--- src/rtl/gb_cpu_common_pkg.sv ---
// Shared CPU types: IDU instruction encoding plus the stack sequencer's op, state and SP default.
package gb_cpu_common_pkg;

    typedef enum logic [1:0] {
        IDU_NOP = 2'd0,
        IDU_INC = 2'd1,
        IDU_DEC = 2'd2
    } idu_op_t;

    typedef struct packed {
        idu_op_t     op;
        logic [15:0] addr;
    } idu_instruction_t;

    typedef enum logic {
        STACK_PUSH = 1'b0,
        STACK_POP  = 1'b1
    } stack_op_t;

    typedef enum logic [2:0] {
        IDLE     = 3'd0,
        PUSH_DEC = 3'd1,
        PUSH_HI  = 3'd2,
        PUSH_LO  = 3'd3,
        POP_LO   = 3'd4,
        POP_HI   = 3'd5
    } stack_state_t;

    localparam logic [15:0] SP_DEFAULT = 16'hFFFE;

    // States that place SP on the bus (everything except IDLE and the pre-decrement cycle).
    function automatic logic is_access_state(input stack_state_t s);
        return (s == PUSH_HI) || (s == PUSH_LO) || (s == POP_LO) || (s == POP_HI);
    endfunction

endpackage

--- src/rtl/gb_cpu_stack_seq_if.sv ---
// Control-unit and memory-bus signals of the stack sequencer; slave = sequencer, master = its environment.
interface gb_cpu_stack_seq_if;
    import gb_cpu_common_pkg::*;

    logic         start;
    stack_op_t    op;
    logic [15:0]  push_data;
    logic         sp_load;
    logic [15:0]  sp_wdata;
    logic [7:0]   mem_rdata;
    logic [15:0]  sp;
    logic         busy;
    logic         done;
    logic [15:0]  pop_data;
    logic [15:0]  mem_addr;
    logic         mem_wr;
    logic         mem_rd;
    logic [7:0]   mem_wdata;
    logic         sp_wrap_err;
    stack_state_t state;

    modport slave (
        input  start, op, push_data, sp_load, sp_wdata, mem_rdata,
        output sp, busy, done, pop_data, mem_addr, mem_wr, mem_rd, mem_wdata, sp_wrap_err, state
    );

    modport master (
        output start, op, push_data, sp_load, sp_wdata, mem_rdata,
        input  sp, busy, done, pop_data, mem_addr, mem_wr, mem_rd, mem_wdata, sp_wrap_err, state
    );

endinterface

--- src/rtl/gb_cpu_idu.sv ---
// Increment/decrement unit: 16-bit modulo INC/DEC/pass-through of the supplied address.
module gb_cpu_idu
    import gb_cpu_common_pkg::*;
(
    input  idu_instruction_t instr,
    output logic [15:0]      out
);

    always_comb begin
        out = instr.addr;
        case (instr.op)
            IDU_INC: out = instr.addr + 16'd1;
            IDU_DEC: out = instr.addr - 16'd1;
            default: out = instr.addr;
        endcase
    end

endmodule

--- src/rtl/gb_cpu_stack_seq.sv ---
// PUSH/POP stack-pointer sequencer driving the CPU bus one M-cycle per clk.
// Optional SP wrap detection is enabled with `define GB_CPU_STACK_WRAP_CHECK_EN.
module gb_cpu_stack_seq
    import gb_cpu_common_pkg::*;
#(
    parameter logic [15:0] SP_RESET = SP_DEFAULT
) (
    input  logic              clk,
    input  logic              reset,
    gb_cpu_stack_seq_if.slave bus
);

    // Handshake: start is a level request accepted only on a clk edge where state is IDLE
    // and sp_load is low; done pulses for exactly one cycle and that cycle is already IDLE,
    // so a start held through it launches the next op without a gap.

    stack_state_t     state_q, state_d;
    logic [15:0]      sp_q, sp_d;
    logic [15:0]      data_q;
    logic [7:0]       lo_q;
    logic [15:0]      pop_q;
    logic             done_q;
    logic             wrap_q;
    idu_op_t          idu_op;
    idu_instruction_t idu_instr;
    logic [15:0]      idu_out;
    logic             accept;
    logic             load;

    assign load   = (state_q == IDLE) && bus.sp_load;
    assign accept = (state_q == IDLE) && bus.start && !bus.sp_load;

    always_comb begin
        state_d = state_q;
        idu_op  = IDU_NOP;
        case (state_q)
            IDLE: begin
                if (accept) state_d = (bus.op == STACK_PUSH) ? PUSH_DEC : POP_LO;
            end
            PUSH_DEC: begin
                idu_op  = IDU_DEC;
                state_d = PUSH_HI;
            end
            PUSH_HI: begin
                idu_op  = IDU_DEC;
                state_d = PUSH_LO;
            end
            PUSH_LO: state_d = IDLE;
            POP_LO: begin
                idu_op  = IDU_INC;
                state_d = POP_HI;
            end
            POP_HI: begin
                idu_op  = IDU_INC;
                state_d = IDLE;
            end
            default: state_d = IDLE;
        endcase
    end

    assign idu_instr = '{op: idu_op, addr: sp_q};

    gb_cpu_idu u_idu (
        .instr (idu_instr),
        .out   (idu_out)
    );

    // A NOP through the IDU returns sp unchanged, so SP simply follows the IDU output.
    assign sp_d = load ? bus.sp_wdata : idu_out;

    always_ff @(posedge clk) begin
        if (reset) begin
            state_q <= IDLE;
            sp_q    <= SP_RESET;
            data_q  <= 16'h0000;
            lo_q    <= 8'h00;
            pop_q   <= 16'h0000;
            done_q  <= 1'b0;
        end else begin
            state_q <= state_d;
            sp_q    <= sp_d;
            done_q  <= (state_q == PUSH_LO) || (state_q == POP_HI);
            if (accept)             data_q <= bus.push_data;
            if (state_q == POP_LO)  lo_q   <= bus.mem_rdata;
            if (state_q == POP_HI)  pop_q  <= {bus.mem_rdata, lo_q};
        end
    end

`ifdef GB_CPU_STACK_WRAP_CHECK_EN
    logic wrap_d;

    always_comb begin
        wrap_d = wrap_q;
        if (load) begin
            wrap_d = 1'b0;
        end else if ((idu_op == IDU_DEC && sp_q == 16'h0000) ||
                     (idu_op == IDU_INC && sp_q == 16'hFFFF)) begin
            wrap_d = 1'b1;
        end
    end

    always_ff @(posedge clk) begin
        if (reset) wrap_q <= 1'b0;
        else       wrap_q <= wrap_d;
    end
`else
    assign wrap_q = 1'b0;
`endif

    always_comb begin
        bus.mem_wdata = 8'h00;
        if (state_q == PUSH_HI) bus.mem_wdata = data_q[15:8];
        if (state_q == PUSH_LO) bus.mem_wdata = data_q[7:0];
    end

    assign bus.mem_addr    = is_access_state(state_q) ? sp_q : 16'h0000;
    assign bus.mem_wr      = (state_q == PUSH_HI) || (state_q == PUSH_LO);
    assign bus.mem_rd      = (state_q == POP_LO) || (state_q == POP_HI);
    assign bus.sp          = sp_q;
    assign bus.busy        = (state_q != IDLE);
    assign bus.done        = done_q;
    assign bus.pop_data    = pop_q;
    assign bus.sp_wrap_err = wrap_q;
    assign bus.state       = state_q;

endmodule

--- src/flat_wrapper.sv ---
// flat-port wrapper written by rule: the top's interface ports become plain ports
module gb_cpu_stack_seq_flat import gb_cpu_common_pkg::*;
#(
    parameter logic [15:0] SP_RESET = SP_DEFAULT
)
  (clk, reset, bus_start, bus_op, bus_push_data, bus_sp_load, bus_sp_wdata, bus_mem_rdata, bus_sp, bus_busy, bus_done, bus_pop_data, bus_mem_addr, bus_mem_wr, bus_mem_rd, bus_mem_wdata, bus_sp_wrap_err, bus_state);
  gb_cpu_stack_seq_if bus_i ();
  input  logic clk;
  input  logic reset;
  input wire logic [$bits(bus_i.start)-1:0] bus_start;
  input wire logic [$bits(bus_i.op)-1:0] bus_op;
  input wire logic [$bits(bus_i.push_data)-1:0] bus_push_data;
  input wire logic [$bits(bus_i.sp_load)-1:0] bus_sp_load;
  input wire logic [$bits(bus_i.sp_wdata)-1:0] bus_sp_wdata;
  input wire logic [$bits(bus_i.mem_rdata)-1:0] bus_mem_rdata;
  output wire logic [$bits(bus_i.sp)-1:0] bus_sp;
  output wire logic [$bits(bus_i.busy)-1:0] bus_busy;
  output wire logic [$bits(bus_i.done)-1:0] bus_done;
  output wire logic [$bits(bus_i.pop_data)-1:0] bus_pop_data;
  output wire logic [$bits(bus_i.mem_addr)-1:0] bus_mem_addr;
  output wire logic [$bits(bus_i.mem_wr)-1:0] bus_mem_wr;
  output wire logic [$bits(bus_i.mem_rd)-1:0] bus_mem_rd;
  output wire logic [$bits(bus_i.mem_wdata)-1:0] bus_mem_wdata;
  output wire logic [$bits(bus_i.sp_wrap_err)-1:0] bus_sp_wrap_err;
  output wire logic [$bits(bus_i.state)-1:0] bus_state;
  assign bus_i.start = bus_start;
  assign bus_i.op = bus_op;
  assign bus_i.push_data = bus_push_data;
  assign bus_i.sp_load = bus_sp_load;
  assign bus_i.sp_wdata = bus_sp_wdata;
  assign bus_i.mem_rdata = bus_mem_rdata;
  assign bus_sp = bus_i.sp;
  assign bus_busy = bus_i.busy;
  assign bus_done = bus_i.done;
  assign bus_pop_data = bus_i.pop_data;
  assign bus_mem_addr = bus_i.mem_addr;
  assign bus_mem_wr = bus_i.mem_wr;
  assign bus_mem_rd = bus_i.mem_rd;
  assign bus_mem_wdata = bus_i.mem_wdata;
  assign bus_sp_wrap_err = bus_i.sp_wrap_err;
  assign bus_state = bus_i.state;
  gb_cpu_stack_seq #(.SP_RESET(SP_RESET)) u_core (.clk(clk), .reset(reset), .bus(bus_i));
endmodule
--- config.mk ---
export PLATFORM = sky130hd
export DESIGN_NAME = gb_cpu_stack_seq_flat
export DESIGN_NICKNAME = d
export VERILOG_FILES = /design/src/rtl/gb_cpu_common_pkg.sv /design/src/rtl/gb_cpu_stack_seq_if.sv /design/src/rtl/gb_cpu_idu.sv /design/src/rtl/gb_cpu_stack_seq.sv /design/src/flat_wrapper.sv
export SDC_FILE = /design/constraint.sdc
export NUM_CORES = 1
export LEC_CHECK = 0
export CORE_UTILIZATION = 55
export CTS_CLUSTER_SIZE = 20
export DETAILED_ROUTE_END_ITERATION = 8
export DONT_BUFFER_PORTS = 1
export PLACE_DENSITY_LB_ADDON = 0.3
export SYNTH_ARGS = -nofsm -noshare
export SYNTH_HDL_FRONTEND = slang
export SYNTH_SLANG_ARGS = --single-unit
--- constraint.sdc ---
create_clock -name clk -period 5.4 [get_ports clk]
set_clock_uncertainty 0.2 [all_clocks]
set_input_delay 0.54 -clock clk [delete_from_list [all_inputs] [get_ports clk]]
set_output_delay 0.54 -clock clk [all_outputs]
set_load 0.1 [all_outputs]
# Word-level counts from Yosys, hierarchy flattened
# Cells that the tools add are included.
# classes
addsub	2
eq_ne	8
mux	9
n_reduce_logical	14
# ops
operator	count
16-bit two-way mux	2
16-bit one-hot mux with 2 select lines	1
16-bit by 1-bit adder with 16-bit output (second input constant)	1
8-bit two-way mux	2
16-bit by 1-bit subtractor with 16-bit output (second input constant)	1
3-bit one-hot mux with 4 select lines	1
3-bit by 2-bit == test with 1-bit output (second input constant)	2
3-bit == test (second input constant)	2
3-bit two-way mux	2
3-bit nonzero test	2
1-bit logical OR	5
2-bit one-hot mux with 2 select lines	1
2-bit OR reduction	2
3-bit by 1-bit == test with 1-bit output (second input constant)	1
1-bit logical AND	3
3-bit zero test	1
2-bit by 1-bit == test with 1-bit output (second input constant)	1
2-bit == test (second input constant)	1
2-bit by 1-bit != test with 1-bit output (second input constant)	1
1-bit zero test	1
# word_totals
ff_bits	60
in_bits	45
output_inout_bits	64
word_cells	39

# Longest topological paths before layout
# logic_depth
ltp_word	6
mapped_depth	15
mapped_depth_nobuf	12

# By module
# Synthesis repeated with hierarchy kept, for this count alone.
# unflattened
cells_unflattened	488
hier_area_um2	3906.2
# modules_own_cells
mod	n_inst	cells_each	area_each_um2	seq_area_each_um2
gb_cpu_stack_seq	1	303	2597.5	1201.2
gb_cpu_idu	1	185	1308.8	0.0

# Worst setup path after synthesis
# Ideal clock, no wire load.
# synth_path
kind	flip-flop to output port
from	register u_core.state_q[2] (netlist: u_core.bus.state[2])
to	output bus_mem_addr[6]
arrival_time_ns	4.535
required_ns	4.660
slack_ns	0.125
stages_incl_launch_ff	5
n_path_buf	0
cell_sequence	dfxtp_1 -> inv_1 -> nor2_1 -> inv_1 -> a21oi_1
# synth_between
elab_chain_len	5
# synth_rtl
element	line_no	source
start, declared	gb_cpu_stack_seq.sv:17	stack_state_t state_q, state_d;
start signal, assigned	gb_cpu_stack_seq.sv:80	state_q <= state_d;
3-bit by 2-bit == test with 1-bit output	gb_cpu_common_pkg.sv:33	return (s == PUSH_HI) || (s == PUSH_LO) || (s == POP_LO) || (s == POP_HI);
1-bit logical OR (2 in series)	gb_cpu_common_pkg.sv:33	
1-bit logical OR *	gb_cpu_common_pkg.sv:33	
16-bit two-way mux *	gb_cpu_stack_seq.sv:116	assign bus.mem_addr = is_access_state(state_q) ? sp_q : 16'h0000;
end, declared	flat_wrapper.sv:20	output wire logic [$bits(bus_i.mem_addr)-1:0] bus_mem_addr;
# Every way passes the cells marked *; elsewhere a longest branch is shown, timed or not.

# Final worst setup path
# layout_path
from	register u_core.state_q[2] (netlist: u_core.bus.state[2])
to	register u_core.sp_q[9] (netlist: u_core.bus.sp[9])
# layout_between
elab_chain_len	6
# layout_rtl
element	line_no	source
3-bit == test, or another cell as far along	gb_cpu_stack_seq.sv:36	case (state_q)
2-bit OR reduction (no line)	n/a	
2-bit one-hot mux with 2 select lines	gb_cpu_stack_seq.sv:36	
2-bit == test / 2-bit by 1-bit == test with 1-bit output (equally long branches)	gb_cpu_idu.sv:11	case (instr.op)
16-bit one-hot mux with 2 select lines	gb_cpu_idu.sv:11	
16-bit two-way mux	gb_cpu_stack_seq.sv:69	assign sp_d = load ? bus.sp_wdata : idu_out;
end signal, assigned	gb_cpu_stack_seq.sv:81	sp_q <= sp_d;
end, declared	gb_cpu_stack_seq.sv:18	logic [15:0] sp_q, sp_d;
# Several ways; a longest one is shown, not always the timed one.
# A chain may end at the register's enable or synchronous reset.

==> results.json <==
{
  "cts_tree": "done",
  "synth_nets": 529,
  "clockBufferDepth": 2,
  "layout-drive-gt1-share_pct": 12.00,
  "hold_viol": 0,
  "crit_fanout": 21,
  "hpwl_um": 6601,
  "ctsResizeCount": 0,
  "synthAdderAreaFrac_pct": 0.6901,
  "wl_per_cell_um": 17.40,
  "yosys.area.top_type": "dfxtp_1",
  "synth-compound-area-share_pct": 19.81,
  "synth_top_area_share_pct": 33.13,
  "synth_top_family_by_area": "simple AND/OR/NAND/NOR gates",
  "status": "finished, final reports clean",
  "gp_routability_congestion": 0.8989,
  "synth_area_leaders": "dfxtp_1 (33%), nand2_1 (8.8%), a21oi_1 (6.5%), mux2i_1 (6.1%), nor2_1 (4.8%)",
  "grtUsageMet1_pct": 35.34,
  "synth_cell_type_count": 65,
  "grt_max_degree": 61,
  "post_cts_buffers": 0,
  "drt_wl_total_um": 9603,
  "fp.coreArea_um2": 6350,
  "fmax_mhz": 223.4,
  "cp_slowest_stage_delay_ns": 0.69,
  "grt_pass1_vias": 3236,
  "antenna_found_initial": 0,
  "fin_crit_sh_pct": 82.88,
  "critPathKind": "reg2reg",
  "peakVddDrop_mv": 0.3626,
  "power.leakage_nw": 1.377,
  "slew_headroom_pct": 22.36,
  "r2r_start": "u_core.bus.state[2]",
  "final_nets": 517,
  "synth_edf_count": 0,
  "use_met3_pct": 8.549,
  "hold_path_startpoint": "reset",
  "dieArea_um2": 6921,
  "drtIter0Drc": 371,
  "worstSetupEndpointType": "flip-flop",
  "area_delta_synth_final_pct": 8.316,
  "async_flop_share_pct": 0,
  "rows": 29,
  "final_util_pct": 61.85,
  "drv_slew": 0,
  "netlist_instances": 482,
  "viasPerCell": 6.194,
  "overflow": 0,
  "die_width_um": 83.20,
  "cts_hold_buf": 0,
  "crit_path_cell_trace": "buf_4 -> inv_1 -> nand2_1 -> inv_1 -> ha_1 -> buf_4 -> xor2_1 -> a22oi_1 -> o31a_1 -> o221ai_1 -> mux2i_1 -> nor4_1 -> a211oi_1",
  "power_mw": 2.210,
  "max_cap_violations": 0,
  "worst_pin_slew_ns": 1.163,
  "syn_area_um2": 3626,
  "synth-seq-cells": 60,
  "antennaDiodeCount": 0,
  "ant_nets": 0,
  "htreeDepth": 3,
  "root_buffer": "clkbuf_8",
  "grt_usage_pct": 27.81,
  "drc": 0,
  "die_h_um": 83.20,
  "ys_seq_area_share_pct": 33.13,
  "synth_area_per_cell_um2": 7.523,
  "clk_pin_slew_ns": 0.07,
  "yosysWarnings": 0,
  "fillCellCount": 571,
  "io_buffers": 0,
  "synth_xor_area_share_pct": 4.382,
  "busiest_layer": "met2",
  "synth_simple_gate_area_share_pct": 29.40,
  "powerDensity_nw_per_um2": 562.8,
  "drt_pass1_iterations": 5,
  "yosys_most_used_dff": "dfxtp_1",
  "final.setup.tns_ns": 0,
  "cts.sinks": 60,
  "synth_most_common_cell": "nand2_1",
  "numCtsBuffers": 9,
  "worstSkewPairLatency_ns": 0.34,
  "pin_count": 109,
  "grt_pass1_wl_um": 15680,
  "initial_core_util_pct": 57.10,
  "cpMaxStageDelayCell": "ha_1",
  "synthTopCellsByCount": "nand2_1 (85), dfxtp_1 (60), a21oi_1 (47), nor2_1 (46), clkbuf_1 (28)",
  "arrival_ns": 4.52,
  "cp_data_required_time_ns": 5.45,
  "met2_usage_pct": 45.75,
  "setup_violations": 0,
  "worstSetupStartpointType": "flip-flop",
  "num_vias": 3419,
  "synth_mux_area_share_pct": 6.073,
  "rsz0062_at_grt": "false",
  "cp-startpoint": "u_core.bus.state[2]",
  "hold_path.class": "in2reg",
  "fin_crit_ns": 4.476
}
[cell type report]
type | instances | area, um^2 | area share [%]
sequential | 60 | 1202 | 30.61
multi-input combinational | 369 | 2218 | 56.48
inverter | 8 | 30.03 | 0.7646
tap | 77 | 96.34 | 2.453
clock inverter | 6 | 87.58 | 2.230
clock buffer | 10 | 127.6 | 3.249
timing repair buffer | 22 | 165.2 | 4.205
[critical path: cells and delay by family (launching register included)]
| kind | cells | cell delay, ns |
|---|---|---|
| and+or+nand+nor | 2 | 0.42 |
| AOI/OAI and AO/OA | 4 | 0.98 |
| DFF | 1 | 0.30 |
| buffers and inverters | 4 | 1.25 |
| adders and majority gates | 1 | 0.69 |
| muxes | 1 | 0.26 |
| xor gates and xnor gates | 1 | 0.28 |
[kinds of logic after synthesis]
logic type / after synthesis
xor+xnor: 16
flops: 60
simple gates: 220
other cells: 1
mux: 22
fa+ha+maj: 2
buf+inv: 53
compound gates: 108
[through the flow]
stage | setup slack [ns] | instances | instance area, um^2 | hold WS, ns
5_1_grt | 0.6142 | 552 | 3928 | 0.05432
6_report | 0.9243 | 552 | 3928 | 0.07668
4_1_cts | 1.030 | 552 | 3928 | 0.05708
3_3_place_gp | 1.199 | 536 | 3712 | 0.2326
3_5_place_dp | 1.088 | 536 | 3712 | 0.2373
2_1_floorplan | 0.1250 | 482 | 3626 | 0.2313
[placed cells by master, fill, tap and decap left out, types with 6 or more instances in the layout]
cell	Yosys	final
o21ai_0	12	12
nor2_2	1	10
clkbuf_8	0	9
or3_1	6	6
buf_4	4	22
mux2i_1	22	22
inv_1	7	7
nor4_1	7	7
xnor2_1	10	10
dfxtp_1	60	59
nor2_1	46	37
nor3_1	19	19
and3_1	6	6
nand2_1	85	85
o211ai_1	9	9
and2_1	19	19
a21oi_1	47	46
[path summary, 6_finish.rpt]
kind | end | slack (ns) | cells past startpoint
worst max-delay path | u_core.bus.sp[9] | 0.92 | 13
worst max register to register | u_core.bus.sp[9] | 0.92 | 13
worst min register to register | u_core.bus.pop_data[1] | 0.24 | 2
worst min-delay path | u_core.bus.pop_data[12] | 0.08 | 1
[sequential cells by signal, summed over array words and instances (netlist names)]
signal	count
u_core.bus.pop_data	16
u_core.bus.sp	16
u_core.data_q	16
u_core.lo_q	8
u_core.bus.state	3
u_core.bus.done	1
[layer usage]
| layer | routed length (um) | part of all wire, % |
|---|---|---|
| met1 | 4112 | 43 |
| met2 | 4617 | 48 |
| met3 | 732 | 7.6 |
| met4 | 141 | 1.5 |
| met5 | 0 | 0 |
[power by group]
group / leakage, nW / total [mW] / internal (mW) / switching, mW
sequential: 0.490 / 0.579 / 0.489 / 0.0891
clock: 0.111 / 0.444 / 0.261 / 0.183
combinational: 0.777 / 1.19 / 0.303 / 0.885
Power figures use the tool's default switching activity.
